File: config.mk
export PLATFORM = sky130hd
export DESIGN_NAME = sipo_deserializer
export DESIGN_NICKNAME = d
export VERILOG_FILES = /design/src/rtl/sipo_pkg.sv /design/src/rtl/sipo_out_buf.sv /design/src/rtl/sipo_deserializer.sv
export SDC_FILE = /design/constraint.sdc
export NUM_CORES = 1
export LEC_CHECK = 0
export CORE_AREA = 3 3 40 42
export DETAILED_ROUTE_END_ITERATION = 16
export DIE_AREA = 0 0 43 45
export PLACE_DENSITY = 0.7
export SLEW_MARGIN = 20
export SYNTH_ARGS = -nofsm -noshare
export SYNTH_HDL_FRONTEND = slang
export SYNTH_SLANG_ARGS = --single-unit
File: constraint.sdc
create_clock -name clk -period 4 [get_ports clk]
set_clock_uncertainty 0.05 [all_clocks]
set_input_delay 0.8 -clock clk [delete_from_list [all_inputs] [get_ports clk]]
set_output_delay 0.8 -clock clk [all_outputs]
set_load 0.05 [all_outputs]
File: src/rtl/sipo_pkg.sv
// Shared types and helpers for the serial-in/parallel-out deserializer.
// Build option: SIPO_PARITY_CHECK_EN adds a trailing even-parity bit per word
// (S_PAR state plus a parity_err output).
package sipo_pkg;

  // Receive FSM states; S_PAR exists only when a parity bit trails the data.
  typedef enum logic [1:0] {
    S_IDLE,
    S_SHIFT
`ifdef SIPO_PARITY_CHECK_EN
    , S_PAR
`endif
  } state_t;

  // Width of a counter that must hold the values 0..width inclusive.
  function automatic int cnt_w(input int width);
    return $clog2(width + 1);
  endfunction

endpackage

File: src/rtl/sipo_out_buf.sv
// One-word output holding register with valid/ready handshake and a sticky
// overrun flag. A word completing while the buffer is full and not being
// consumed is dropped.
// Build option: SIPO_PARITY_CHECK_EN carries a parity_err bit alongside the word.
module sipo_out_buf #(
  parameter int WIDTH = 4
) (
  input  logic             clk,
  input  logic             rst,
  input  logic             load,
  input  logic [WIDTH-1:0] load_data,
`ifdef SIPO_PARITY_CHECK_EN
  input  logic             load_perr,
  output logic             parity_err,
`endif
  input  logic             par_ready,
  input  logic             overrun_clr,
  output logic [WIDTH-1:0] par_out,
  output logic             par_valid,
  output logic             overrun
);

  logic can_load;

  // The buffer can take a new word when it is empty or being drained this cycle.
  assign can_load = !par_valid || par_ready;

  // Holding register and valid flag; a load in the handshake cycle keeps valid high.
  // NOTE: sequential state uses non-blocking (<=) so every register samples
  // pre-edge values regardless of statement order.
  always_ff @(posedge clk or posedge rst) begin
    if (rst) begin
      par_out   <= '0;
      par_valid <= 1'b0;
`ifdef SIPO_PARITY_CHECK_EN
      parity_err <= 1'b0;
`endif
    end else if (load && can_load) begin
      par_out   <= load_data;
      par_valid <= 1'b1;
`ifdef SIPO_PARITY_CHECK_EN
      parity_err <= load_perr;
`endif
    end else if (par_valid && par_ready) begin
      par_valid <= 1'b0;
    end
  end

  // Sticky overrun: set on a dropped word, cleared on request; set wins.
  always_ff @(posedge clk or posedge rst) begin
    if (rst) begin
      overrun <= 1'b0;
    end else if (load && !can_load) begin
      overrun <= 1'b1;
    end else if (overrun_clr) begin
      overrun <= 1'b0;
    end
  end

endmodule

File: src/rtl/sipo_deserializer.sv
// Serial-in/parallel-out deserializer: shifts in WIDTH bits qualified by
// ser_valid, then hands the word to a one-word valid/ready output buffer.
// Build option: SIPO_PARITY_CHECK_EN expects one trailing even-parity bit per
// word and reports parity_err with the delivered word.
module sipo_deserializer
  import sipo_pkg::*;
#(
  parameter int WIDTH     = 4,
  parameter bit MSB_FIRST = 1'b1
) (
  input  logic                       clk,
  input  logic                       rst,
  input  logic                       ser_in,
  input  logic                       ser_valid,
  output logic [WIDTH-1:0]           par_out,
  output logic                       par_valid,
  input  logic                       par_ready,
  output logic                       overrun,
  input  logic                       overrun_clr,
  output logic [cnt_w(WIDTH)-1:0]    bit_cnt
`ifdef SIPO_PARITY_CHECK_EN
  , output logic                     parity_err
`endif
);

  localparam int CNT_W = cnt_w(WIDTH);

  state_t             state_q, state_d;
  logic [WIDTH-1:0]   sr_q, sr_d, shifted;
  logic [CNT_W-1:0]   cnt_q, cnt_d;
  logic               word_done;
  logic [WIDTH-1:0]   word_data;
`ifdef SIPO_PARITY_CHECK_EN
  logic               word_perr;
`endif

  // Shift register contents after taking in ser_in, in the configured bit order.
  always_comb begin
    if (MSB_FIRST) shifted = {sr_q[WIDTH-2:0], ser_in};
    else           shifted = {ser_in, sr_q[WIDTH-1:1]};
  end

  // Next-state, shift and completion decode; the completed word includes the
  // bit sampled in this same cycle.
  // NOTE: every output of this block gets a default first so no latch is inferred.
  always_comb begin
    state_d   = state_q;
    sr_d      = sr_q;
    cnt_d     = cnt_q;
    word_done = 1'b0;
    word_data = shifted;
`ifdef SIPO_PARITY_CHECK_EN
    word_perr = 1'b0;
`endif
    case (state_q)
      S_IDLE: begin
        if (ser_valid) begin
          sr_d    = shifted;
          cnt_d   = CNT_W'(1);
          state_d = S_SHIFT;
        end
      end
      S_SHIFT: begin
        if (ser_valid) begin
          sr_d = shifted;
          if (cnt_q == CNT_W'(WIDTH - 1)) begin
`ifdef SIPO_PARITY_CHECK_EN
            cnt_d   = CNT_W'(WIDTH);
            state_d = S_PAR;
`else
            cnt_d     = '0;
            word_done = 1'b1;
            state_d   = S_IDLE;
`endif
          end else begin
            cnt_d = cnt_q + CNT_W'(1);
          end
        end
      end
`ifdef SIPO_PARITY_CHECK_EN
      S_PAR: begin
        if (ser_valid) begin
          word_data = sr_q;
          word_perr = ^{sr_q, ser_in};
          word_done = 1'b1;
          cnt_d     = '0;
          state_d   = S_IDLE;
        end
      end
`endif
      default: state_d = S_IDLE;
    endcase
  end

  // FSM, shift register and bit counter; reset discards any partial word.
  always_ff @(posedge clk or posedge rst) begin
    if (rst) begin
      state_q <= S_IDLE;
      sr_q    <= '0;
      cnt_q   <= '0;
    end else begin
      state_q <= state_d;
      sr_q    <= sr_d;
      cnt_q   <= cnt_d;
    end
  end

  assign bit_cnt = cnt_q;

  sipo_out_buf #(
    .WIDTH(WIDTH)
  ) u_out_buf (
    .clk         (clk),
    .rst         (rst),
    .load        (word_done),
    .load_data   (word_data),
`ifdef SIPO_PARITY_CHECK_EN
    .load_perr   (word_perr),
    .parity_err  (parity_err),
`endif
    .par_ready   (par_ready),
    .overrun_clr (overrun_clr),
    .par_out     (par_out),
    .par_valid   (par_valid),
    .overrun     (overrun)
  );

endmodule

After elaboration in Yosys (flattened, before gate mapping)
Cells that the tools add are included.

Flip-flop bits (word level): 14. Input bits: 6. Output and inout port bits: 9. Logic and storage cells: 41.

$add $sub $neg: 1. Equal/unequal tests: 5. Mux-type cells: 15. Reductions and logical operators: 14.

Operators by type and width (count): $mux 3 (3); $mux 1 (7); $mux 2 (3); $ne 2x2->1 const B (3); $pmux 3 s2 (1); $reduce_and 3->1 (2); $reduce_bool 2->1 (3); $pmux 2 s2 (1); $add 3x1->3 const B (1); $eq 3x2->1 const B (1); $logic_and 1x1->1 (3); $eq 2x1->1 const B (1); $logic_not 1->1 (2); $logic_not 2->1 (1); $reduce_and 2->1 (1); $reduce_or 2->1 (1); $logic_or 1x1->1 (1).

Logic depth before layout (Yosys ltp)
Depth in word-level cells: 6. Gate-level depth with buffers: 4. Depth with buffers taken out: 4.

By module
A second synthesis with hierarchy kept.

Cells, all modules: 43. Area, all modules: 596.8 µm².

By module, submodules not included: sipo_deserializer (times used 1, cells an instance 26, area an instance 340.3 µm², sequential area each 175.2 µm²); sipo_out_buf (times used 1, cells an instance 17, area an instance 256.5 µm², sequential area each 150.1 µm²).

Worst setup path before layout
No wires, ideal clock.

Path type: flip-flop to flip-flop. Start: register cnt_q[0], in the netlist bit_cnt[0]. End: register u_out_buf.par_out[0]. Setup time: 0.125 ns. Arrival time: 1.579 ns. Data required time: 3.825 ns. Path slack: 2.246 ns. Stages on the path, launching flop included: 5. Buffers on the path: 0. Period minus slack after synthesis: 1.754 ns. Cell sequence: dfrtp_1 > ha_1 > nand4b_4 > nor2b_4 > mux2_2.

Word-level cells in the longest chain between the ends: 5.

RTL lines: from (decl) (line sipo_deserializer.sv:30) `logic [CNT_W-1:0] cnt_q, cnt_d;`; from (signal assigned) (line sipo_deserializer.sv:104) `cnt_q <= cnt_d;`; $eq 3x2->1 (line sipo_deserializer.sv:66) `if (cnt_q == CNT_W'(WIDTH - 1)) begin`; $mux 1 (line sipo_deserializer.sv:66); $mux 1 (line sipo_deserializer.sv:64) `if (ser_valid) begin`; $mux 1 (line sipo_deserializer.sv:55) `case (state_q)`; $logic_and 1x1->1 (line sipo_out_buf.sv:38) `end else if (load && can_load) begin`; to (signal assigned) (line sipo_out_buf.sv:39) `par_out <= load_data;`; to (decl) (line sipo_out_buf.sv:18) `output logic [WIDTH-1:0] par_out,`.

Every way passes these cells. A chain may end at the register's enable or synchronous reset.

Final worst setup path
Start: register cnt_q[0], in the netlist bit_cnt[0]. End: output bit_cnt[0].

RTL lines: to (decl) (line sipo_deserializer.sv:20) `output logic [cnt_w(WIDTH)-1:0] bit_cnt`.

No word-level cell between the ends.

==> impl_metrics.py <==
metrics = {
    "status": {
        "status": "finished clean",
    },
    "placed_design": {
        "dp.cells": 67,
        "port-buffer-count": 14,
        "hpwl_um": 757,
        "place_ws_ns": 1.60,
        "globalplace.congestion": 0.649,
    },
    "critical_path": {
        "crit_type": "flop to output pin",
        "slowest_stage": "clkdlybuf4s50_1",
        "cp-start-kind": "flop",
        "max_stage_delay_ns": 0.83,
        "crit_path_max_fanout": 4,
        "cp_top_family": "buffers and inverters",
        "endpoint_kind": "output pin",
        "crit_buf_inv": 1,
        "path_cells": "clkdlybuf4s50_1",
        "crit_required_ns": 3.15,
        "cp.arrival_ns": 1.50,
    },
    "clock_network": {
        "post_cts_resized": 0,
        "clkTransAtPathRegs_ns": 0.07,
        "hold_buffers": 0,
        "cts_root_buffer": "clkbuf_4",
        "cts_tree": "built",
        "clockBufferDepth": 2,
        "clock_latency_ns": 0.27,
        "post_cts_buffers": 0,
        "numCtsBuffers": 3,
        "clock-sinks": 13,
        "h-tree-depth": 1,
    },
    "finish": {
        "regArea_sq_um": 325,
        "multi_input_comb_area_sq_um": 195,
        "area_growth_pct": 31.8,
        "drive_gt1_frac": 0.214,
        "nFillCells": 119,
        "n_antenna_cell": 0,
        "nNetsFinal": 64,
        "final_cells": 71,
    },
    "timing": {
        "relSlewSlack": 0.667,
        "rsz0062_at_grt": "false",
        "fin_crit_sh": 0.588,
        "setup_ws_ns": 1.65,
        "setup-tns-final_ns": 0,
        "setup_viol": 0,
        "drv_slew": 0,
        "tightest_slew_ns": 0.498,
        "min_period_ns": 2.35,
        "max_freq_mhz": 425,
        "hold_viol": 0,
    },
    "grt": {
        "grt_max_degree": 14,
        "grtUsageMet3": 0.0598,
        "grt_pass1_vias": 365,
        "grt_pass1_wl_um": 1590,
        "grt-busiest-layer": "met2",
        "grt-ovfl-total": 0,
        "met2_usage": 0.216,
        "grt_usage": 0.120,
        "grtUsageMet1": 0.115,
        "antenna_found_initial": 0,
    },
    "pwr": {
        "worst_ir_drop_vdd_uv": 396,
        "powerDensity_nw_per_um2": 807,
        "p_leak_nw": 0.337,
    },
    "routing": {
        "drt_iter0_markers": 0,
        "wl_um": 928,
        "drc": 0,
        "vias": 347,
        "routedWlPerCell_um": 13.1,
        "vias_per_cell": 4.89,
        "first_pass_iters": 1,
        "ant_nets": 0,
    },
    "die": {
        "ioPinCount": 15,
        "core_sq_um": 1280,
        "start_util": 0.426,
        "die_x_um": 43,
        "die_y_um": 45,
        "die-area_sq_um": 1940,
        "rows": 13,
    },
    "synth": {
        "netlist_instances": 39,
        "synth.distinct_cells": 18,
        "synth_ff_type": "dfrtp_1",
        "yosys-top-cells-count": "dfrtp_1 (13), mux2_2 (7), inv_1 (4)",
        "syn_area_sq_um": 547,
        "synth_nets": 46,
        "ys_seq_area_frac": 0.595,
        "ys_seq_elements": 13,
        "synth.area.top_cells": "dfrtp_1 (59%), mux2_2 (14%), nand4b_4 (4.3%), inv_1 (2.7%), nor2b_4 (2.5%)",
        "yosys.cell_count.top_type": "dfrtp_1",
        "yosysWarnings": 0,
        "synth-edff-count": 0,
        "async_reset_ff_frac": 1.00,
        "synth_top_area_frac": 0.595,
        "avgSynthCellArea_sq_um": 14.0,
        "synth_largest_area_cell": "dfrtp_1",
    },
    "job": {
        "maxCapViolations": 0,
    },
    "hold_path": {
        "worstHoldPathType": "flop to flop",
    },
}
[layout make-up]
class / count / share of cell area
flip-flops and latches: 13 / 0.451
multi-input cells: 21 / 0.271
repair buffers: 14 / 0.194
clock buffers: 4 / 0.0365
well taps: 15 / 0.0260
inverters: 4 / 0.0208
[registers in the layout (all words and copies together) (netlist names)]
signal               flops
state_q                  1
u_out_buf.par_out        4
bit_cnt                  3
u_out_buf.overrun        1
u_out_buf.par_valid      1
sr_q                     3
[through the flow]
step | total power, mW | cell area (sq um) | utilization | hold WS, ns
floorplan | 0.413 | 547 | - | 0.425
global placement | 0.504 | 694 | 0.540 | 0.451
detailed placement | 0.513 | 694 | 0.540 | 0.449
CTS | 0.590 | 721 | 0.561 | 0.465
global route | 0.614 | 721 | 0.561 | 0.480
finish | 0.582 | 721 | 0.561 | 0.459
[metal layers]
layer	routed length, um	share of wire
met1	324	0.35
met2	526	0.57
met3	66	0.071
met4	11	0.012
met5	0	0
[final timing paths]
| check | from | to | cells after the start | slack, ns |
|---|---|---|---|---|
| max | bit_cnt[0] | bit_cnt[0] | 1 | 1.65 |
| min | u_out_buf.par_out[2] | u_out_buf.par_out[2] | 1 | 0.46 |
| max reg2reg | bit_cnt[0] | u_out_buf.par_out[1] | 4 | 2.48 |
| min reg2reg | u_out_buf.par_out[2] | u_out_buf.par_out[2] | 1 | 0.46 |
| max in group asynchronous | rst | u_out_buf.par_out[1] | 2 | 2.77 |
| min in group asynchronous | rst | bit_cnt[1] | 2 | 0.80 |
[cell families after synthesis]
kind of cell             after synthesis  share of synthesized area
adder cells (fa/ha/maj)                1                     0.0229
buffers and inverters                  5                     0.0480
AO/OA/AOI/OAI                          6                     0.0732
flip-flops                            13                      0.595
AND/OR/NAND/NOR                        7                      0.117
multiplexers                           7                      0.144
[placed cells by master, fill, tap and decap left out, types with 3 or more instances in the layout]
cell / instances
clkbuf_4: 3
inv_1: 4
dfrtp_1: 13
mux2_2: 7
clkdlybuf4s50_1: 14
[where the power goes]
group / switching [mW] / internal, mW / leakage [nW]
sequential: 0.0335 / 0.176 / 0.158
clock: 0.0372 / 0.0386 / 0.0150
combinational: 0.181 / 0.115 / 0.165
[worst reg2reg max path: cells and delay by family (launching register included)]
family                     cells  cell delay, ns
adders and majority gates      1            0.26
and+or+nand+nor                2            0.35
muxes                          1            0.35
DFF                            1            0.41
Power figures use the tool's default switching activity.
